===== config.mk =====
export PLATFORM = sky130hd
export DESIGN_NAME = sdio_cmd_sched
export DESIGN_NICKNAME = d
export VERILOG_FILES = /design/src/rtl/sdio_pkg.sv /design/src/rtl/sdio_cmd_timer.sv /design/src/rtl/sdio_cmd_sched.sv
export SDC_FILE = /design/constraint.sdc
export NUM_CORES = 1
export LEC_CHECK = 0
export CORE_UTILIZATION = 57
export CTS_CLUSTER_SIZE = 24
export DETAILED_ROUTE_END_ITERATION = 6
export DONT_BUFFER_PORTS = 1
export PLACE_DENSITY = 0.8
export SLEW_MARGIN = 15
export SYNTH_ARGS = -nofsm -noshare
export SYNTH_HDL_FRONTEND = slang
export SYNTH_SLANG_ARGS = --single-unit

===== constraint.sdc =====
create_clock -name sd_clk -period 2 [get_ports sd_clk]
set_input_delay 0.3 -clock sd_clk [delete_from_list [all_inputs] [get_ports sd_clk]]
set_output_delay 0.3 -clock sd_clk [all_outputs]
set_load 0.01 [all_outputs]

===== src/rtl/sdio_pkg.sv =====
// Shared definitions for the SD host command path: FSM states, response types
// and the stop-transmission command index.
package sdio_pkg;

  typedef enum logic [1:0] {
    ST_IDLE      = 2'd0,
    ST_ISSUE     = 2'd1,
    ST_WAIT_RSP  = 2'd2,
    ST_WAIT_BUSY = 2'd3
  } cmd_state_e;

  localparam logic [1:0] RSP_NONE = 2'b00;
  localparam logic [1:0] RSP_R48  = 2'b01;
  localparam logic [1:0] RSP_R136 = 2'b10;
  localparam logic [1:0] RSP_R48B = 2'b11;

  localparam int unsigned CMD12_IDX = 12;

endpackage


===== src/rtl/sdio_cmd_timer.sv =====
// Saturating cycle counter with synchronous clear and a limit comparator;
// a zero limit disables the hit output.
module sdio_cmd_timer #(
  parameter int unsigned TIMEOUT_W = 16
) (
  input  logic                 sd_clk,
  input  logic                 rst,
  input  logic                 clr,
  input  logic                 en,
  input  logic [TIMEOUT_W-1:0] limit,
  output logic                 hit
);

  logic [TIMEOUT_W-1:0] cnt_q;

  always_ff @(posedge sd_clk or posedge rst) begin
    if (rst) begin
      cnt_q <= '0;
    end else if (clr) begin
      cnt_q <= '0;
    end else if (en && (cnt_q != '1)) begin
      cnt_q <= cnt_q + TIMEOUT_W'(1);
    end
  end

  assign hit = (limit != '0) && (cnt_q >= limit);

endmodule


===== src/rtl/sdio_cmd_sched.sv =====
// SD command scheduler: arbitrates host commands against the automatic CMD12,
// issues them to the command engine and supervises response/busy timeouts.
// Optional feature macro: SDIO_AUTO_STOP_EN (auto CMD12 after multi-block data).
module sdio_cmd_sched
  import sdio_pkg::*;
#(
  parameter int unsigned TIMEOUT_W = 16,
  parameter int unsigned STOP_IDX  = CMD12_IDX
) (
  input  logic                 sd_clk,
  input  logic                 rst,
  input  logic                 cmd_sd_rst,
  input  logic                 host_req,
  input  logic [5:0]           host_idx,
  input  logic [31:0]          host_arg,
  input  logic [1:0]           host_rsp,
  output logic                 host_ack,
  input  logic                 auto_stop_en,
  input  logic                 dat_multi,
  input  logic                 dat_done_event,
  input  logic [TIMEOUT_W-1:0] timeout_limit,
  output logic                 cmd_start,
  output logic [5:0]           cmd_idx,
  output logic [31:0]          cmd_arg,
  output logic [1:0]           cmd_rsp,
  input  logic                 eng_done,
  output logic                 eng_abort,
  input  logic                 dat0_busy,
  output logic                 cmd_done_event,
  output logic                 cmd_timeout_err_event,
  output logic                 busy,
  output logic                 auto_cmd
);

  cmd_state_e state_q, state_d;

  logic stop_req;
  logic grant_stop, grant_host;
  logic tmr_clr, tmr_en, tmr_hit;
  logic start_d, done_d, tout_d;

`ifdef SDIO_AUTO_STOP_EN
  logic stop_set;
  logic stop_pend_q;

  assign stop_set = dat_done_event & auto_stop_en & dat_multi;
  // A stop event arriving in the same cycle as a host request still wins.
  assign stop_req = stop_pend_q | stop_set;

  always_ff @(posedge sd_clk or posedge rst) begin
    if (rst) begin
      stop_pend_q <= 1'b0;
    end else if (cmd_sd_rst || grant_stop) begin
      stop_pend_q <= 1'b0;
    end else if (stop_set) begin
      stop_pend_q <= 1'b1;
    end
  end
`else
  logic unused_auto_stop;

  assign unused_auto_stop = ^{auto_stop_en, dat_multi, dat_done_event};
  assign stop_req         = 1'b0;
`endif

  always_comb begin
    state_d    = state_q;
    grant_stop = 1'b0;
    grant_host = 1'b0;
    tmr_clr    = 1'b0;
    tmr_en     = 1'b0;
    start_d    = 1'b0;
    done_d     = 1'b0;
    tout_d     = 1'b0;
    if (cmd_sd_rst) begin
      state_d = ST_IDLE;
      tmr_clr = 1'b1;
    end else begin
      case (state_q)
        ST_IDLE: begin
          if (stop_req) begin
            grant_stop = 1'b1;
            state_d    = ST_ISSUE;
          end else if (host_req) begin
            grant_host = 1'b1;
            state_d    = ST_ISSUE;
          end
        end
        ST_ISSUE: begin
          start_d = 1'b1;
          tmr_clr = 1'b1;
          state_d = ST_WAIT_RSP;
        end
        ST_WAIT_RSP: begin
          tmr_en = 1'b1;
          // Completion is checked first so it masks a coincident timeout.
          if (eng_done) begin
            if (cmd_rsp == RSP_R48B) begin
              tmr_clr = 1'b1;
              state_d = ST_WAIT_BUSY;
            end else begin
              done_d  = 1'b1;
              state_d = ST_IDLE;
            end
          end else if (tmr_hit) begin
            tout_d  = 1'b1;
            state_d = ST_IDLE;
          end
        end
        ST_WAIT_BUSY: begin
          tmr_en = 1'b1;
          if (!dat0_busy) begin
            done_d  = 1'b1;
            state_d = ST_IDLE;
          end else if (tmr_hit) begin
            tout_d  = 1'b1;
            state_d = ST_IDLE;
          end
        end
        default: state_d = ST_IDLE;
      endcase
    end
  end

  sdio_cmd_timer #(
    .TIMEOUT_W(TIMEOUT_W)
  ) u_timer (
    .sd_clk(sd_clk),
    .rst   (rst),
    .clr   (tmr_clr),
    .en    (tmr_en),
    .limit (timeout_limit),
    .hit   (tmr_hit)
  );

  always_ff @(posedge sd_clk or posedge rst) begin
    if (rst) begin
      state_q               <= ST_IDLE;
      host_ack              <= 1'b0;
      cmd_start             <= 1'b0;
      cmd_done_event        <= 1'b0;
      cmd_timeout_err_event <= 1'b0;
      eng_abort             <= 1'b0;
      busy                  <= 1'b0;
      cmd_idx               <= '0;
      cmd_arg               <= '0;
      cmd_rsp               <= '0;
    end else begin
      state_q               <= state_d;
      host_ack              <= grant_host;
      cmd_start             <= start_d;
      cmd_done_event        <= done_d;
      cmd_timeout_err_event <= tout_d;
      eng_abort             <= tout_d;
      busy                  <= (state_d != ST_IDLE);
      if (grant_stop) begin
        cmd_idx <= 6'(STOP_IDX);
        cmd_arg <= '0;
        cmd_rsp <= RSP_R48B;
      end else if (grant_host) begin
        cmd_idx <= host_idx;
        cmd_arg <= host_arg;
        cmd_rsp <= host_rsp;
      end
    end
  end

`ifdef SDIO_AUTO_STOP_EN
  always_ff @(posedge sd_clk or posedge rst) begin
    if (rst) begin
      auto_cmd <= 1'b0;
    end else if (grant_stop) begin
      auto_cmd <= 1'b1;
    end else if (grant_host) begin
      auto_cmd <= 1'b0;
    end
  end
`else
  assign auto_cmd = 1'b0;
`endif

endmodule


# Yosys cells after proc, flatten, opt, wreduce, memory -nomap -nowiden
# Index checks and enable logic that the tools add are counted.
# W data, S select, Z words.
dict set report classes {
  add_sub_neg 1
  n_eq_ne 5
  n_reduce_logical 7
  mux 30
  order_cmp 1
}
# operator n
set op_table {}
lappend op_table {{$mux W16} 2}
lappend op_table {{$mux W1} 18}
lappend op_table {{$add A16 B1 Y16 const B} 1}
lappend op_table {{$ge A16 B16 Y1} 1}
lappend op_table {{$ne A16 B16 Y1 const B} 1}
lappend op_table {{$reduce_bool A16 Y1} 1}
lappend op_table {{$mux W2} 6}
lappend op_table {{$pmux W2 S4} 1}
lappend op_table {{$eq A2 B2 Y1 const B} 3}
lappend op_table {{$pmux W1 S2} 3}
lappend op_table {{$reduce_bool A2 Y1} 2}
lappend op_table {{$eq A2 B1 Y1 const B} 1}
lappend op_table {{$logic_and A1 B1 Y1} 2}
lappend op_table {{$logic_not A2 Y1} 1}
lappend op_table {{$reduce_or A2 Y1} 1}
dict set report totals {
  out_inout_bits 47
  inputBits 65
  ff_bits 63
  word_cells 54
}

# Depth between registers and ports, before layout
dict set report logic_depth {
  ltp_word 7
  depth_mapped 8
  mapped_depth_nobuf 7
}

# Hierarchy
# A second synthesis with hierarchy kept.
dict set report hier_totals {
  cells_unflattened 369
  hier_area_um2 3353.2
}
# mod area_each_um2 seq_area_each_um2 instances cells_per_inst
set modules_own_cells {}
lappend modules_own_cells {sdio_cmd_sched 1920.6 1176.1 1 212}
lappend modules_own_cells {sdio_cmd_timer 1432.6 400.4 1 157}

# Worst setup path after synthesis
# OpenSTA, ideal clock, no wires.
dict set report synth_timing {
  path_kind {register -> register}
  startpoint {register u_timer.cnt_q[15]}
  endpoint {register busy}
  path_slack_ns 0.112
  n_path_buf 0
  synth_period_minus_slack_ns 1.888
  setup_time_ns 0.134
  arrival_time_ns 1.755
  required_time_ns 1.866
  stages_incl_launch_ff 7
  cell_sequence {dfrtp_1 ha_1 nand4_1 or4_1 a221oi_2 o41a_2 o22ai_1}
}
dict set report synth_between {
  elab_chain_cells 7
  elab_cells_between_ends 8
  cone_classes {order compare: 1; mux: 5; reduce/logical: 2}
}
# element line
set synth_rtl {}
lappend synth_rtl {{from (decl)} sdio_cmd_timer.sv:14} ;# logic [TIMEOUT_W-1:0] cnt_q;
lappend synth_rtl {{from (signal assigned)} sdio_cmd_timer.sv:22} ;# cnt_q <= cnt_q + TIMEOUT_W'(1);
lappend synth_rtl {{$ge A16 B16 Y1 (*)} sdio_cmd_timer.sv:26} ;# assign hit = (limit != '0) && (cnt_q >= limit);
lappend synth_rtl {{$logic_and A1 B1 Y1 (*)} sdio_cmd_timer.sv:26}
lappend synth_rtl {{$mux W2 (*)} {sdio_cmd_sched.sv:105, sdio_cmd_sched.sv:115}}
lappend synth_rtl {{$mux W2, on equally long branches} {sdio_cmd_sched.sv:112, sdio_cmd_sched.sv:97}}
lappend synth_rtl {{$pmux W2 S4 (*)} sdio_cmd_sched.sv:79} ;# case (state_q)
lappend synth_rtl {{$mux W2 (*)} sdio_cmd_sched.sv:75} ;# if (cmd_sd_rst) begin
lappend synth_rtl {{$reduce_bool A2 Y1 (*)} sdio_cmd_sched.sv:155} ;# busy <= (state_d != ST_IDLE);
lappend synth_rtl {{to (signal assigned)} sdio_cmd_sched.sv:155}
lappend synth_rtl {{to (decl)} sdio_cmd_sched.sv:31} ;# output logic busy,
# Every way passes the cells marked *; elsewhere a longest branch is shown, timed or not.
# A chain may end at the register's enable or synchronous reset.

# Worst setup path in the final report
dict set report layout_timing {
  startpoint {register u_timer.cnt_q[9]}
  endpoint {register busy}
}
# The elaborated chain is that of the path after synthesis.

==> results_dict.tcl <==
set metrics [dict create \
    outcome "finished with violations" \
    violations "setup timing" \
    crit_start "u_timer.cnt_q[9]$_DFFE_PP0P_" \
    hp-class "in -> reg" \
    drive_above_1_share_pct 29.2 \
    hold_viol_final 0 \
    synth_area_per_cell_sq_um 11.2 \
    synthDistinctLibCells 39 \
    stdcell_area_sq_um 3700 \
    critPathMaxStageDelay_ns 0.51 \
    cts-buffers-inserted 9 \
    switching_share_pct 28.7 \
    yosys_warnings 0 \
    period_share_pct 100 \
    overflow 0 \
    rows 26 \
    core_sq_um 5240 \
    syn_to_final_growth_pct 16.0 \
    path_max_fanout 4 \
    end_kind "flip-flop" \
    drtIter0Drc 141 \
    synth-async-reset-ratio_pct 100 \
    dp_hpwl_mm 4.45 \
    fmax_mhz 500 \
    vias_per_cell 5.66 \
    fin_nets 396 \
    p_int_w 0.00237 \
    synth_top_family_by_area "multiplexers" \
    yosys.area_share.simple_pct 11.8 \
    setup_violations 1 \
    seq_area_frac_synth_pct 49.4 \
    grt_max_degree 64 \
    synth_area_sq_um 3190 \
    ant_nets 0 \
    place_area_sq_um 3350 \
    p_sw_w 0.000955 \
    path_class "reg -> reg" \
    grt_usage_pct 23.4 \
    synth_fa_ha_area_share_pct 8.24 \
    vias 2178 \
    io-pin-count 112 \
    timing.rr.start "u_timer.cnt_q[9]$_DFFE_PP0P_" \
    dp_slack_ns -0.0297 \
    maxCapViolCount 0 \
    mostFrequentLayoutCell "dfrtp_1" \
    clkTransAtPathRegs_ns 0.07 \
    hold_start "cmd_sd_rst" \
    vdd_ir_drop_max_mv 0.732 \
    worstPathRequired_ns 2.22 \
    cts_sinks 63 \
    mostFrequentLayoutCells "dfrtp_1, mux2_2, inv_1, nor2_1, buf_4" \
    dieWidth_um 76.8 \
    h-tree-depth 3 \
    p_per_area_nw_per_um2 897 \
    synth_ff_type "dfrtp_1" \
    cp_cell_sequence "ha_4, nand4_1, or4_4, a221oi_2, o41a_2, o22ai_1" \
    worstPathArrival_ns 2.22 \
    synthesis.nets 372 \
    clk_latency_ns 0.34 \
    pwr-share-comb_pct 12.8 \
    grt_antenna_before_repair 0 \
    syn_inst 286 \
    worst_slack_ns -0.00110 \
    slew_viol_final 0 \
    cpMaxStageDelayCell "or4_4" \
    drt_pass1_iterations 4 \
    synth_edf_count 0 \
    synthMuxAreaShare_pct 14.4 \
    rsz0062_at_grt "yes" \
    grt_pass1_vias 2292 \
    cts_root_buf "clkbuf_8" \
    nFillCells 387 \
    ys_seq_elements 63 \
    ctsLongestPathBuffers 2 \
    total_power_w 0.00332 \
    drc 0 \
    power_frac_seq_pct 54.1 \
    routedWlPerCell_um 16.5 \
    antennaDiodeCount 0 \
    cts_tree "done" \
    die_h_um 76.8 \
    synthXorXnorAreaFrac_pct 3.29 \
    start_util_pct 60.9 \
    cp-start-kind "flip-flop" \
    power.leakage_nw 1.67 \
    synth_compound_area_share_pct 7.69 \
    power_frac_clock_pct 33.2 \
    drt-total-wl_mm 6.36 \
    dieArea_sq_um 5900 \
    grt_pass1_wl_mm 10.6 \
    final.setup_skew_ns 0.00710 \
    portBuffers 0 \
    gp_congestion 0.805 \
    finalCriticalPeriod_ns 2.00 \
]
==> layer usage <==
metal / vias to the layer above / routed length, um / share of wire, % / global-route usage, %
li1: 1043 / - / - / -
met4: 0 / 78 / 1.2 / 8.08
met2: 81 / 3120 / 49 / 37.3
met1: 1047 / 2680 / 42 / 27.4
met5: - / 0 / 0 / 0
met3: 7 / 485 / 7.6 / 11.3
==> worst max-delay path: cells and delay by family, from the launching register on <==
kind,cells,cell delay [ns]
compound gates,3,0.54
fa+ha+maj,1,0.28
flops,1,0.41
simple gates,2,0.65
==> per-stage QoR <==
step                      hold WS [ns]  instances  utilization (%)  TNS (ns)
after global routing           0.00980        385             70.7    -0.124
final                           0.0222        385             70.7  -0.00110
after CTS                      0.00612        378             68.2         0
after global placement           0.274        360             64.0  -0.00357
after floorplan                  0.450        286                -         0
after detailed placement         0.276        360             64.0   -0.0843
==> registers in the layout (all words and copies together), names as in the netlist <==
register / count
cmd_timeout_err_event: 1
cmd_rsp: 2
u_timer.cnt_q: 16
cmd_done_event: 1
host_ack: 1
state_q: 2
cmd_start: 1
cmd_idx: 6
cmd_arg: 32
busy: 1
==> final timing paths <==
kind	depth (start not counted)	endpoint	slack, ns
min in group asynchronous	3	cmd_arg[10]$_DFFE_PP0P_	0.47
setup reg to reg	6	busy$_DFF_PP0_	-0.001
hold reg to reg	1	cmd_arg[29]$_DFFE_PP0P_	0.58
setup / recovery	6	busy$_DFF_PP0_	-0.001
hold / removal	1	cmd_start$_DFF_PP0_	0.02
max in group asynchronous	3	cmd_start$_DFF_PP0_	1.25
==> power by group through the flow <==
stage	sequential, W	combinational (W)	clock [W]
6_report	0.00180	0.000424	0.00110
5_1_grt	0.00183	0.000477	0.00118
4_1_cts	0.00180	0.000422	0.00113
3_5_place_dp	0.00182	0.000421	0
3_3_place_gp	0.00181	0.000394	0
2_1_floorplan	0.00176	0.000351	0
==> layout make-up <==
cell class | instances | area (sq um) | area share, %
Clock buffer | 12 | 145 | 3.92
Clock inverter | 4 | 53.8 | 1.45
Inverter | 26 | 97.6 | 2.64
Multi-Input combinational cell | 186 | 1530 | 41.4
Sequential cell | 63 | 1580 | 42.6
Tap cell | 70 | 87.6 | 2.37
Timing Repair Buffer | 24 | 208 | 5.61
==> cells in the mapped netlist (all sizes together) (3+ instances only) <==
cell	instances	area [sq um]
and4	3	28.8
dfrtp	63	1580
and2	4	25.0
buf	8	51.3
nand2	15	58.8
nor2	21	78.8
a21o	3	22.5
nand4	8	50.1
mux2	40	450
xnor2	12	105
inv	26	97.6
o21ai	5	25.0
nor4	8	50.1
clkbuf	3	11.3
ha	21	263
nand3	3	15.0
nor3	4	20.0
a21oi	19	95.1
==> cell families (layout without fill, tap and decap cells) <==
| logic type | Yosys count | after routing |
|---|---|---|
| multiplexers | 41 | 41 |
| buffers and inverters | 37 | 66 |
| XOR/XNOR | 12 | 12 |
| adder cells (fa/ha/maj) | 21 | 21 |
| AND/OR/NAND/NOR | 72 | 72 |
| other | 1 | 1 |
| AO/OA/AOI/OAI | 39 | 39 |
| flip-flops | 63 | 63 |
==> timing repair <==
item                                    in CTS  in global routing
hold buffers                                 1                  0
pin swaps                                    1                  4
endpoints found under the setup margin       4                  4
hold endpoints to repair                    63                  0
setup buffers                                1                  7
resized for setup                            0                  8
(Power assumes the default switching activity.)
